[src/rtl/con3_servo_ctrl.sv]
// -----------------------------------------------------------------------------
// con3_servo_ctrl
//
// Byte-protocol command parser sitting between a UART transceiver and a Pmod
// CON3 servo driver. Frames are a header byte (sync nibble 4'hA, op bit,
// channel) optionally followed by NB = ceil(ANGLE_W/8) data bytes, MSB first.
// Writes update a per-channel angle register and are answered with ACK 0x06.
// Reads are answered with NB readback bytes. Malformed headers are answered
// with NAK 0x15. Stalled frames are discarded silently after TIMEOUT_CYC
// cycles.
//
// Optional feature macro: CON3_SLEW_EN
//   When it is defined, every channel ramps its output one LSB per SLEW_DIV
//   cycles toward the written target. When it is undefined, a write lands on
//   the output at once.
//
// Ports:
//   clk        system clock
//   rst        asynchronous, active-high reset
//   rx_data    received byte, valid while rx_valid = 1
//   rx_valid   one-cycle strobe per received byte
//   tx_ready   transmitter idle
//   tx_data    byte to transmit, held stable while it is sent
//   tx_send    one-cycle transmit request
//   angle      channel k at bits [k*ANGLE_W +: ANGLE_W]
//   busy       frame in progress or response pending
//   frame_err  one-cycle pulse on any protocol error
// -----------------------------------------------------------------------------
module con3_servo_ctrl #(
  parameter int CHANNELS    = 4,
  parameter int ANGLE_W     = 8,
  parameter int TIMEOUT_CYC = 1000000,
  parameter int SLEW_DIV    = 100000
) (
  input  logic                         clk,
  input  logic                         rst,
  input  logic [7:0]                   rx_data,
  input  logic                         rx_valid,
  input  logic                         tx_ready,
  output logic [7:0]                   tx_data,
  output logic                         tx_send,
  output logic [CHANNELS*ANGLE_W-1:0]  angle,
  output logic                         busy,
  output logic                         frame_err
);

  localparam int         NB  = (ANGLE_W + 7) / 8;  // data bytes per value
  localparam int         QW  = NB * 8;             // response/data shift width
  localparam logic [7:0] ACK = 8'h06;
  localparam logic [7:0] NAK = 8'h15;

  // Parameter sanity checks, evaluated at elaboration only.
  if (CHANNELS < 1 || CHANNELS > 8) begin : g_bad_channels
    $error("con3_servo_ctrl: CHANNELS must be 1..8");
  end
  if (ANGLE_W < 1 || ANGLE_W > 16) begin : g_bad_angle_w
    $error("con3_servo_ctrl: ANGLE_W must be 1..16");
  end
  if (TIMEOUT_CYC < 1 || SLEW_DIV < 1) begin : g_bad_timing
    $error("con3_servo_ctrl: TIMEOUT_CYC and SLEW_DIV must be >= 1");
  end

  typedef enum logic [2:0] {
    S_IDLE,
    S_DATA,
    S_COMMIT,
    S_RESP,
    S_WAIT_TX
  } state_t;

  state_t               state_q;
  logic [2:0]           chan_q;       // channel addressed by the current write
  logic [1:0]           byte_cnt_q;   // data bytes received so far
  logic [QW-1:0]        data_q;       // assembled write value
  logic [31:0]          tmo_q;        // inter-byte timeout counter
  logic [QW-1:0]        resp_q;       // response queue, next byte at the top
  logic [1:0]           resp_left_q;  // bytes still to send
  logic                 seen_low_q;   // tx_ready has dropped since tx_send
  logic [7:0]           tx_data_q;
  logic                 tx_send_q;
  logic                 frame_err_q;
  logic [ANGLE_W-1:0]   target_q [CHANNELS];

  logic                 hdr_ok;
  logic                 tmo_hit;
  logic [ANGLE_W-1:0]   rd_sel;

  // Header is usable only with the right sync nibble and an existing channel.
  assign hdr_ok  = (rx_data[7:4] == 4'hA) && (int'(rx_data[2:0]) < CHANNELS);
  // True on the cycle the counter steps onto TIMEOUT_CYC-1.
  assign tmo_hit = (tmo_q + 32'd1) >= (32'(TIMEOUT_CYC) - 32'd1);

  // Readback mux: target of the channel named by the incoming header.
  // NOTE: a combinational block assigns a default first so every path
  // drives the output and no latch is inferred.
  always_comb begin
    rd_sel = '0;
    for (int k = 0; k < CHANNELS; k++) begin
      if (rx_data[2:0] == 3'(k)) rd_sel = target_q[k];
    end
  end

  // Places a single byte at the head of the response queue.
  function automatic logic [QW-1:0] head_byte(input logic [7:0] b);
    logic [QW-1:0] w;
    w = '0;
    w[QW-1 -: 8] = b;
    return w;
  endfunction

  // NOTE: all state uses non-blocking assignments so every register samples
  // pre-edge values regardless of statement order inside the block.
  always_ff @(posedge clk or posedge rst) begin
    if (rst) begin
      state_q     <= S_IDLE;
      chan_q      <= '0;
      byte_cnt_q  <= '0;
      data_q      <= '0;
      tmo_q       <= '0;
      resp_q      <= '0;
      resp_left_q <= '0;
      seen_low_q  <= 1'b0;
      tx_data_q   <= '0;
      tx_send_q   <= 1'b0;
      frame_err_q <= 1'b0;
      // NOTE: the angle registers are few and drive servos directly, so they
      // are reset like ordinary flops rather than left as unreset storage.
      for (int k = 0; k < CHANNELS; k++) target_q[k] <= '0;
    end else begin
      tx_send_q   <= 1'b0;
      frame_err_q <= 1'b0;

      case (state_q)
        S_IDLE: begin
          if (rx_valid) begin
            tmo_q <= '0;
            if (!hdr_ok) begin
              frame_err_q <= 1'b1;
              resp_q      <= head_byte(NAK);
              resp_left_q <= 2'd1;
              state_q     <= S_RESP;
            end else if (!rx_data[3]) begin
              chan_q     <= rx_data[2:0];
              byte_cnt_q <= '0;
              data_q     <= '0;
              state_q    <= S_DATA;
            end else begin
              resp_q      <= QW'(rd_sel);  // upper pad bits are zero
              resp_left_q <= 2'(NB);
              state_q     <= S_RESP;
            end
          end
        end

        S_DATA: begin
          if (rx_valid) begin
            tmo_q  <= '0;
            data_q <= (data_q << 8) | QW'(rx_data);
            if (byte_cnt_q == 2'(NB - 1)) state_q <= S_COMMIT;
            else byte_cnt_q <= byte_cnt_q + 2'd1;
          end else if (tmo_hit) begin
            // Stalled frame: drop it quietly, registers untouched.
            frame_err_q <= 1'b1;
            tmo_q       <= '0;
            state_q     <= S_IDLE;
          end else begin
            tmo_q <= tmo_q + 32'd1;
          end
        end

        S_COMMIT: begin
          // Only the low ANGLE_W bits of the assembled word are kept.
          for (int k = 0; k < CHANNELS; k++) begin
            if (chan_q == 3'(k)) target_q[k] <= data_q[ANGLE_W-1:0];
          end
          resp_q      <= head_byte(ACK);
          resp_left_q <= 2'd1;
          state_q     <= S_RESP;
        end

        S_RESP: begin
          if (tx_ready) begin
            tx_data_q   <= resp_q[QW-1 -: 8];
            tx_send_q   <= 1'b1;
            resp_q      <= resp_q << 8;
            resp_left_q <= resp_left_q - 2'd1;
            seen_low_q  <= 1'b0;
            state_q     <= S_WAIT_TX;
          end
        end

        S_WAIT_TX: begin
          // The byte is done once tx_ready has gone low and come back high.
          if (!tx_ready) begin
            seen_low_q <= 1'b1;
          end else if (seen_low_q) begin
            state_q <= (resp_left_q != 2'd0) ? S_RESP : S_IDLE;
          end
        end

        default: state_q <= S_IDLE;
      endcase

      // Bytes arriving while a response is owed are dropped as overruns.
      if (rx_valid && (state_q == S_COMMIT || state_q == S_RESP ||
                       state_q == S_WAIT_TX)) begin
        frame_err_q <= 1'b1;
      end
    end
  end

  assign tx_data   = tx_data_q;
  assign tx_send   = tx_send_q;
  assign frame_err = frame_err_q;
  assign busy      = (state_q != S_IDLE);

`ifdef CON3_SLEW_EN
  // Shared prescaler; each wrap moves every lagging channel one LSB.
  logic [31:0]        presc_q;
  logic [ANGLE_W-1:0] cur_q [CHANNELS];

  always_ff @(posedge clk or posedge rst) begin
    if (rst) begin
      presc_q <= '0;
      for (int k = 0; k < CHANNELS; k++) cur_q[k] <= '0;
    end else if (presc_q == 32'(SLEW_DIV - 1)) begin
      presc_q <= '0;
      for (int k = 0; k < CHANNELS; k++) begin
        if (cur_q[k] < target_q[k])      cur_q[k] <= cur_q[k] + 1'b1;
        else if (cur_q[k] > target_q[k]) cur_q[k] <= cur_q[k] - 1'b1;
      end
    end else begin
      presc_q <= presc_q + 32'd1;
    end
  end

  for (genvar g = 0; g < CHANNELS; g++) begin : g_angle
    assign angle[g*ANGLE_W +: ANGLE_W] = cur_q[g];
  end
`else
  for (genvar g = 0; g < CHANNELS; g++) begin : g_angle
    assign angle[g*ANGLE_W +: ANGLE_W] = target_q[g];
  end
`endif

endmodule

[config.mk]
export PLATFORM = sky130hd
export DESIGN_NAME = con3_servo_ctrl
export DESIGN_NICKNAME = d
export VERILOG_FILES = /design/src/rtl/con3_servo_ctrl.sv
export SDC_FILE = /design/constraint.sdc
export NUM_CORES = 1
export LEC_CHECK = 0
export CAP_MARGIN = 10
export CORE_MARGIN = 2
export CORE_UTILIZATION = 51
export CTS_CLUSTER_DIAMETER = 80
export DETAILED_ROUTE_END_ITERATION = 10
export PLACE_DENSITY = 0.82
export SYNTH_ARGS = -nofsm -noshare
export SYNTH_HDL_FRONTEND = slang
export SYNTH_SLANG_ARGS = --single-unit
[constraint.sdc]
create_clock -name clk -period 3.5 [get_ports clk]
set_input_delay 1.05 -clock clk [delete_from_list [all_inputs] [get_ports clk]]
set_output_delay 1.05 -clock clk [all_outputs]
set_load 0.02 [all_outputs]
==> impl_metrics.toml, run 1 <==
[floorplanning]
die_w_um = 106
ios = 55
core-area_mm2 = 0.0102
rows = 37
dieArea_mm2 = 0.0111
start_util = 0.517
die_y_um = 106

[clocking]
post_cts_resized = 0
cts.clk_slew.worst_paths_ns = 0.12
clock_path_buffers = 2
post-cts-setup-buffers = 0
cts_hold_buf = 0
cts_sinks = 101
clk_latency_ns = 0.38
cts_tree = "built"
htree_levels = 3
clockRootBuffer = "clkbuf_8"
cts_buffers = 9

[pwr]
p_leak_uw = 0.00281
pwr_density_cell_mw_per_mm2 = 578
ir_drop_v = 0.000301

[global_routing]
antenna_found_initial = 0
grt_pass1_vias = 4327
grtUsageTotal = 0.246
grt_overflow = 0
grt_pass1_wl_mm = 22.0
grt_max_degree = 36

[route]
drt_pass1_iterations = 7
post_drt_wl_per_cell_um = 17.9
routed_wl_mm = 13.1
vias_per_cell = 6.06
final_antenna_net_count = 0
drc = 0
drt_iter0_drc = 294
dr_total_vias = 4444

[finish]
final_cell_mix = "dfrtp_1, nand2_1, clkdlybuf4s50_1"
final_common_cell = "dfrtp_1"
syn2layout_area_growth_pct = 18.6
fin_area_mm2 = 0.00624
stdcell_count = 733
antenna_cells = 0
drive_gt1_frac = 0.161
nets = 608

[timing]
hold_viol_final = 0
slew_headroom = 0.463
tightest_slew_ns = 0.803
finalMaxSlewViolations = 0
rsz0062_at_grt = "no"
fin_skew_ns = 0.0135
period_needed_ns = 3.32
fin_crit_sh = 0.948
whs_ns = 0.490
fmax_mhz = 301
setup_viol = 0
finalSetupTns_ns = 0

[synthesis]
async_flop_share = 1.00
syn_area_per_cell_um2 = 9.83
syn_nets = 551
synth_area_mm2 = 0.00526
syn-instance-count = 535
synth_edf_count = 0
ys_seq_elements = 101
ys_warn_count = 0
synth_ff_type = "dfrtp_1"
synth_cell_types = 60
yosysSeqAreaShare = 0.480

[placement]
gp_congestion = 0.965
place_inst = 717
hpwl_mm = 9.38
place_area_mm2 = 0.00604
port_buffers = 54

[setup_path]
cp_slowest_cell = "or4_1"
crit_family = "simple AND/OR/NAND/NOR gates"
critPathMaxStageDelay_ns = 0.59
critPathMaxFanout = 33
worst_ep_required_time_ns = 3.79
startpoint_type = "flop"
path_cells = "nand3_4 > or4_1 > nor4_1 > xor2_1 > or4_4 > nor4b_4 > buf_12 > or2b_1 > a31oi_1"
arrival_ns = 3.61
path_buf_inv = 1
critPathKind = "flop to flop"
cp-end-kind = "flop"

[worst_hold_path]
hold_class = "flop to flop"

[flow_run]
maxCapViolations = 0

[outcome]
status = "complete, no violations"
==> power breakdown <==
group          switching, uW  internal, uW  total, uW
logic                    754           552       1310
clock network            471           285        755
registers                192          1350       1540
==> cell usage after synthesis (all sizes together), types with 2 or more instances <==
cell type / instances / area, um2
a211o: 2 / 17.5
a21o: 4 / 30.0
a21oi: 14 / 70.1
a22o: 6 / 52.6
a311oi: 2 / 23.8
a31oi: 14 / 87.6
a41oi: 2 / 17.5
and2: 5 / 31.3
and3: 14 / 87.6
and4: 2 / 17.5
buf: 12 / 71.3
clkbuf: 17 / 63.8
dfrtp: 101 / 2530
ha: 4 / 50.1
inv: 12 / 45.0
mux2: 43 / 484
mux2i: 2 / 20.0
mux4: 4 / 90.1
nand2: 89 / 334
nand2b: 6 / 37.5
nand3: 18 / 108
nand3b: 3 / 22.5
nand4: 10 / 62.6
nor2: 29 / 109
nor2b: 2 / 12.5
nor3: 20 / 100
nor3b: 3 / 22.5
nor4: 6 / 43.8
nor4b: 3 / 41.3
o211a: 2 / 20.0
o21a: 6 / 45.0
o21ai: 31 / 155
o21bai: 2 / 15.0
o22ai: 6 / 37.5
o31ai: 9 / 67.6
or2b: 2 / 15.0
or3: 6 / 37.5
or4: 5 / 41.3
xnor2: 2 / 17.5
xor2: 5 / 43.8
==> logic make-up (layout without fill, tap and decap cells) <==
family                   Yosys count  in the layout  synth area share
XOR/XNOR                           7              7            0.0117
buffers and inverters             42            104            0.0350
AND/OR/NAND/NOR                  224            224             0.215
AO/OA/AOI/OAI                    108            108             0.136
adder cells (fa/ha/maj)            4              4           0.00951
multiplexers                      49             49             0.113
flip-flops                       101            101             0.480
==> per-stage QoR <==
| step | power, uW | setup WS (ns) | utilization |
|---|---|---|---|
| final | 3610 | 0.181 | 0.613 |
| after global routing | 3810 | 0.0281 | 0.613 |
| after CTS | 3600 | 0.168 | 0.613 |
| after detailed placement | 2850 | 0.194 | 0.593 |
| after global placement | 2790 | 0.274 | 0.593 |
| after floorplan | 2380 | 0.373 | - |
==> worst register-to-register path: cells and delay by family, from the launching register on <==
kind / cells / cell delay [ns]
buf+inv: 1 / 0.22
simple gates: 6 / 2.28
xor+xnor: 1 / 0.11
flops: 1 / 0.50
compound gates: 1 / 0.15
==> path summary, 6_finish.rpt <==
check	endpoint	depth (start not counted)	start	slack, ns
worst max-delay path	tmo_q[9]$_DFFE_PP0P_	9	tmo_q[8]$_DFFE_PP0P_	0.18
worst min-delay path	tx_data[3]$_DFFE_PP0P_	2	resp_q[3]$_DFFE_PP0P_	0.49
worst max register to register	tmo_q[9]$_DFFE_PP0P_	9	tmo_q[8]$_DFFE_PP0P_	0.18
worst min register to register	tx_data[3]$_DFFE_PP0P_	2	resp_q[3]$_DFFE_PP0P_	0.49
max in group asynchronous	tmo_q[0]$_DFFE_PP0P_	3	rst	1.68
min in group asynchronous	tmo_q[18]$_DFFE_PP0P_	2	rst	1.17
==> registers in the layout (all words and copies together) (netlist names) <==
name,count
angle,32
byte_cnt_q,2
chan_q,3
data_q,8
frame_err,1
resp_left_q,2
resp_q,8
seen_low_q,1
state_q,3
tmo_q,32
tx_data,8
tx_send,1
==> routing by layer <==
layer,up-vias,global-route usage,wire length (um)
met5,-,0,0
met4,0,0.0893,306
met3,33,0.0414,710
met2,159,0.377,6190
met1,2200,0.355,5910
li1,2052,-,-
==> area by class of cell <==
type                    instances  area, um2
clock buffers                   9        124
clock inverters                 7       80.1
fillers                       856       3940
inverters                      13       52.6
multi-input cells             392       2550
flip-flops and latches        101       2530
well taps                     136        170
repair buffers                 75        736
Power figures use the tool's default switching activity.
==> inputs of run 2 (changes only) <==
--- a/config.mk
+++ b/config.mk
@@ -6,6 +6,7 @@
 export NUM_CORES = 1
 export LEC_CHECK = 0
 export CAP_MARGIN = 10
+export CORE_ASPECT_RATIO = 0.6
 export CORE_MARGIN = 2
 export CORE_UTILIZATION = 51
 export CTS_CLUSTER_DIAMETER = 80
==> impl_metrics.toml, run 2 (same netlist as run 1, synthesis figures left out) <==
[outcome]
status = "complete, no violations"

[pwr]
seqPwrFrac = 0.403
p_total_uw = 3830
pwr_density_cell_mw_per_mm2 = 608
ir_drop_v = 0.000354
pwr-share-clk = 0.252
p_leak_uw = 0.00284
combPwrFrac = 0.345
switching_power_uw = 1430
switching_share = 0.373
intPower_uw = 2400

[floorplanning]
start_util = 0.529
dieArea_mm2 = 0.0112
core-area_mm2 = 0.00995
ios = 55
die_w_um = 135
rows = 28
die_y_um = 82.7

[finish]
syn2layout_area_growth_pct = 19.8
drive_gt1_frac = 0.161
final_cell_mix = "dfrtp_1, nand2_1, clkdlybuf4s50_1"
nets = 606
antenna_cells = 0
ff_latch_area_mm2 = 0.00253
multi_input_area_mm2 = 0.00255
fillers = 775
final_common_cell = "dfrtp_1"

[timing]
finalMaxSlewViolations = 0
fin_crit_sh = 0.951
fin_skew_ns = 0.0119
finalSetupTns_ns = 0
rsz0062_at_grt = "no"
slew_headroom = 0.500
setup_viol = 0
period_needed_ns = 3.33
whs_ns = 0.482
layout_setup_ws_ns = 0.172
fmax_mhz = 300
tightest_slew_ns = 0.745
hold_viol_final = 0

[worst_hold_path]
whs_path_depth = 2
hp-start = "tx_data[0]$_DFFE_PP0P_"
hold_class = "flop to flop"
hold_end = "tx_data[0]$_DFFE_PP0P_"

[global_routing]
grt_overflow = 0
grt_pass1_wl_mm = 21.5
antenna_found_initial = 0
grtUsageTotal = 0.249
grt_max_degree = 102
grt_pass1_vias = 4253

[setup_path]
rrSetupSlack_ns = 0.17
worst_ep_required_time_ns = 3.76
worstRegToRegCells = 9
cp_slowest_cell = "or4_1"
path_cells = "nand3_4 > or4_1 > nor4_1 > xor2_1 > or4_4 > nor4b_4 > buf_12 > or2b_1 > a31oi_1"
reg2reg_from = "tmo_q[8]$_DFFE_PP0P_"
startpoint_type = "flop"
cp-end-kind = "flop"
reg2reg_to = "tmo_q[10]$_DFFE_PP0P_"
arrival_ns = 3.58
path_buf_inv = 1
critPathKind = "flop to flop"
critPathMaxFanout = 33
critPathMaxStageDelay_ns = 0.59
crit_family = "simple AND/OR/NAND/NOR gates"

[clocking]
post_cts_resized = 0
post-cts-setup-buffers = 0
clockRootBuffer = "clkbuf_16"
cts_hold_buf = 0
cts_sinks = 101
cts_buffers = 9
htree_levels = 3
clock_path_buffers = 2
cts.clk_slew.worst_paths_ns = 0.07
cts_tree = "built"
clk_latency_ns = 0.35

[flow_run]
maxCapViolations = 0

[route]
dr_total_vias = 4546
drt_iter0_drc = 458
drc = 0
vias_per_cell = 6.23
post_drt_wl_per_cell_um = 18.2
final_antenna_net_count = 0
routed_wl_mm = 13.3
drt_pass1_iterations = 6

[placement]
port_buffers = 54
hpwl_mm = 9.66
place_ws_ns = 0.168
gp_congestion = 0.938
==> run 2: cell types whose count changed in the layout (fill, tap and decap cells not counted), moves of 2 or more <==
cell / change
dfrtp_2: +2
dfrtp_1: -2
clkbuf_8: -9
clkbuf_16: +9
==> run 2: area by class of cell <==
cell class | count | share of cell area
Clock buffer | 9 | 0.0357
Clock inverter | 7 | 0.0107
Inverter | 13 | 0.00833
Multi-Input combinational cell | 392 | 0.405
Sequential cell | 101 | 0.401
Tap cell | 135 | 0.0268
Timing Repair Buffer | 73 | 0.112
==> run 2: power groups by stage <==
| stage | clock [uW] | combinational [uW] | sequential (uW) |
|---|---|---|---|
| final | 966 | 1320 | 1550 |
| after global routing | 1040 | 1440 | 1570 |
| after CTS | 981 | 1310 | 1540 |
| after detailed placement | 0 | 1310 | 1560 |
| after global placement | 0 | 1250 | 1540 |
| after floorplan | 0 | 798 | 1590 |
==> run 2: worst max-delay path by stage <==
stage	startpoint	end	slack (ns)	depth (start not counted)
6_report	tmo_q[8]$_DFFE_PP0P_	tmo_q[10]$_DFFE_PP0P_	0.17	9
5_1_grt	tmo_q[8]$_DFFE_PP0P_	tmo_q[10]$_DFFE_PP0P_	0.01	9
4_1_cts	tmo_q[0]$_DFFE_PP0P_	tmo_q[10]$_DFFE_PP0P_	0.12	11
3_5_place_dp	tmo_q[0]$_DFFE_PP0P_	tmo_q[9]$_DFFE_PP0P_	0.17	11
3_3_place_gp	tmo_q[0]$_DFFE_PP0P_	tmo_q[9]$_DFFE_PP0P_	0.27	10
2_1_floorplan	tmo_q[11]$_DFFE_PP0P_	tmo_q[4]$_DFFE_PP0P_	0.37	11
==> run 2: per-stage QoR <==
step | utilization | area [um2] | instances
5_1_grt | 0.634 | 6300 | 730
2_1_floorplan | - | 5270 | 535
6_report | 0.634 | 6300 | 730
3_5_place_dp | 0.604 | 6010 | 714
4_1_cts | 0.633 | 6300 | 730
3_3_place_gp | 0.604 | 6010 | 714
==> run 2: tightest hold or removal path, cell delays in order, from the launching register on <==
cell	delay, ns
dfrtp_1	0.34
nand2_1	0.06
nand2_1	0.06
==> run 2: per-layer routing <==
layer,vias up,share of wire,global-route usage
li1,2067,-,-
met1,2219,0.47,0.368
met2,228,0.42,0.358
met4,0,0.016,0.0792
met3,32,0.093,0.0665
met5,-,0,0
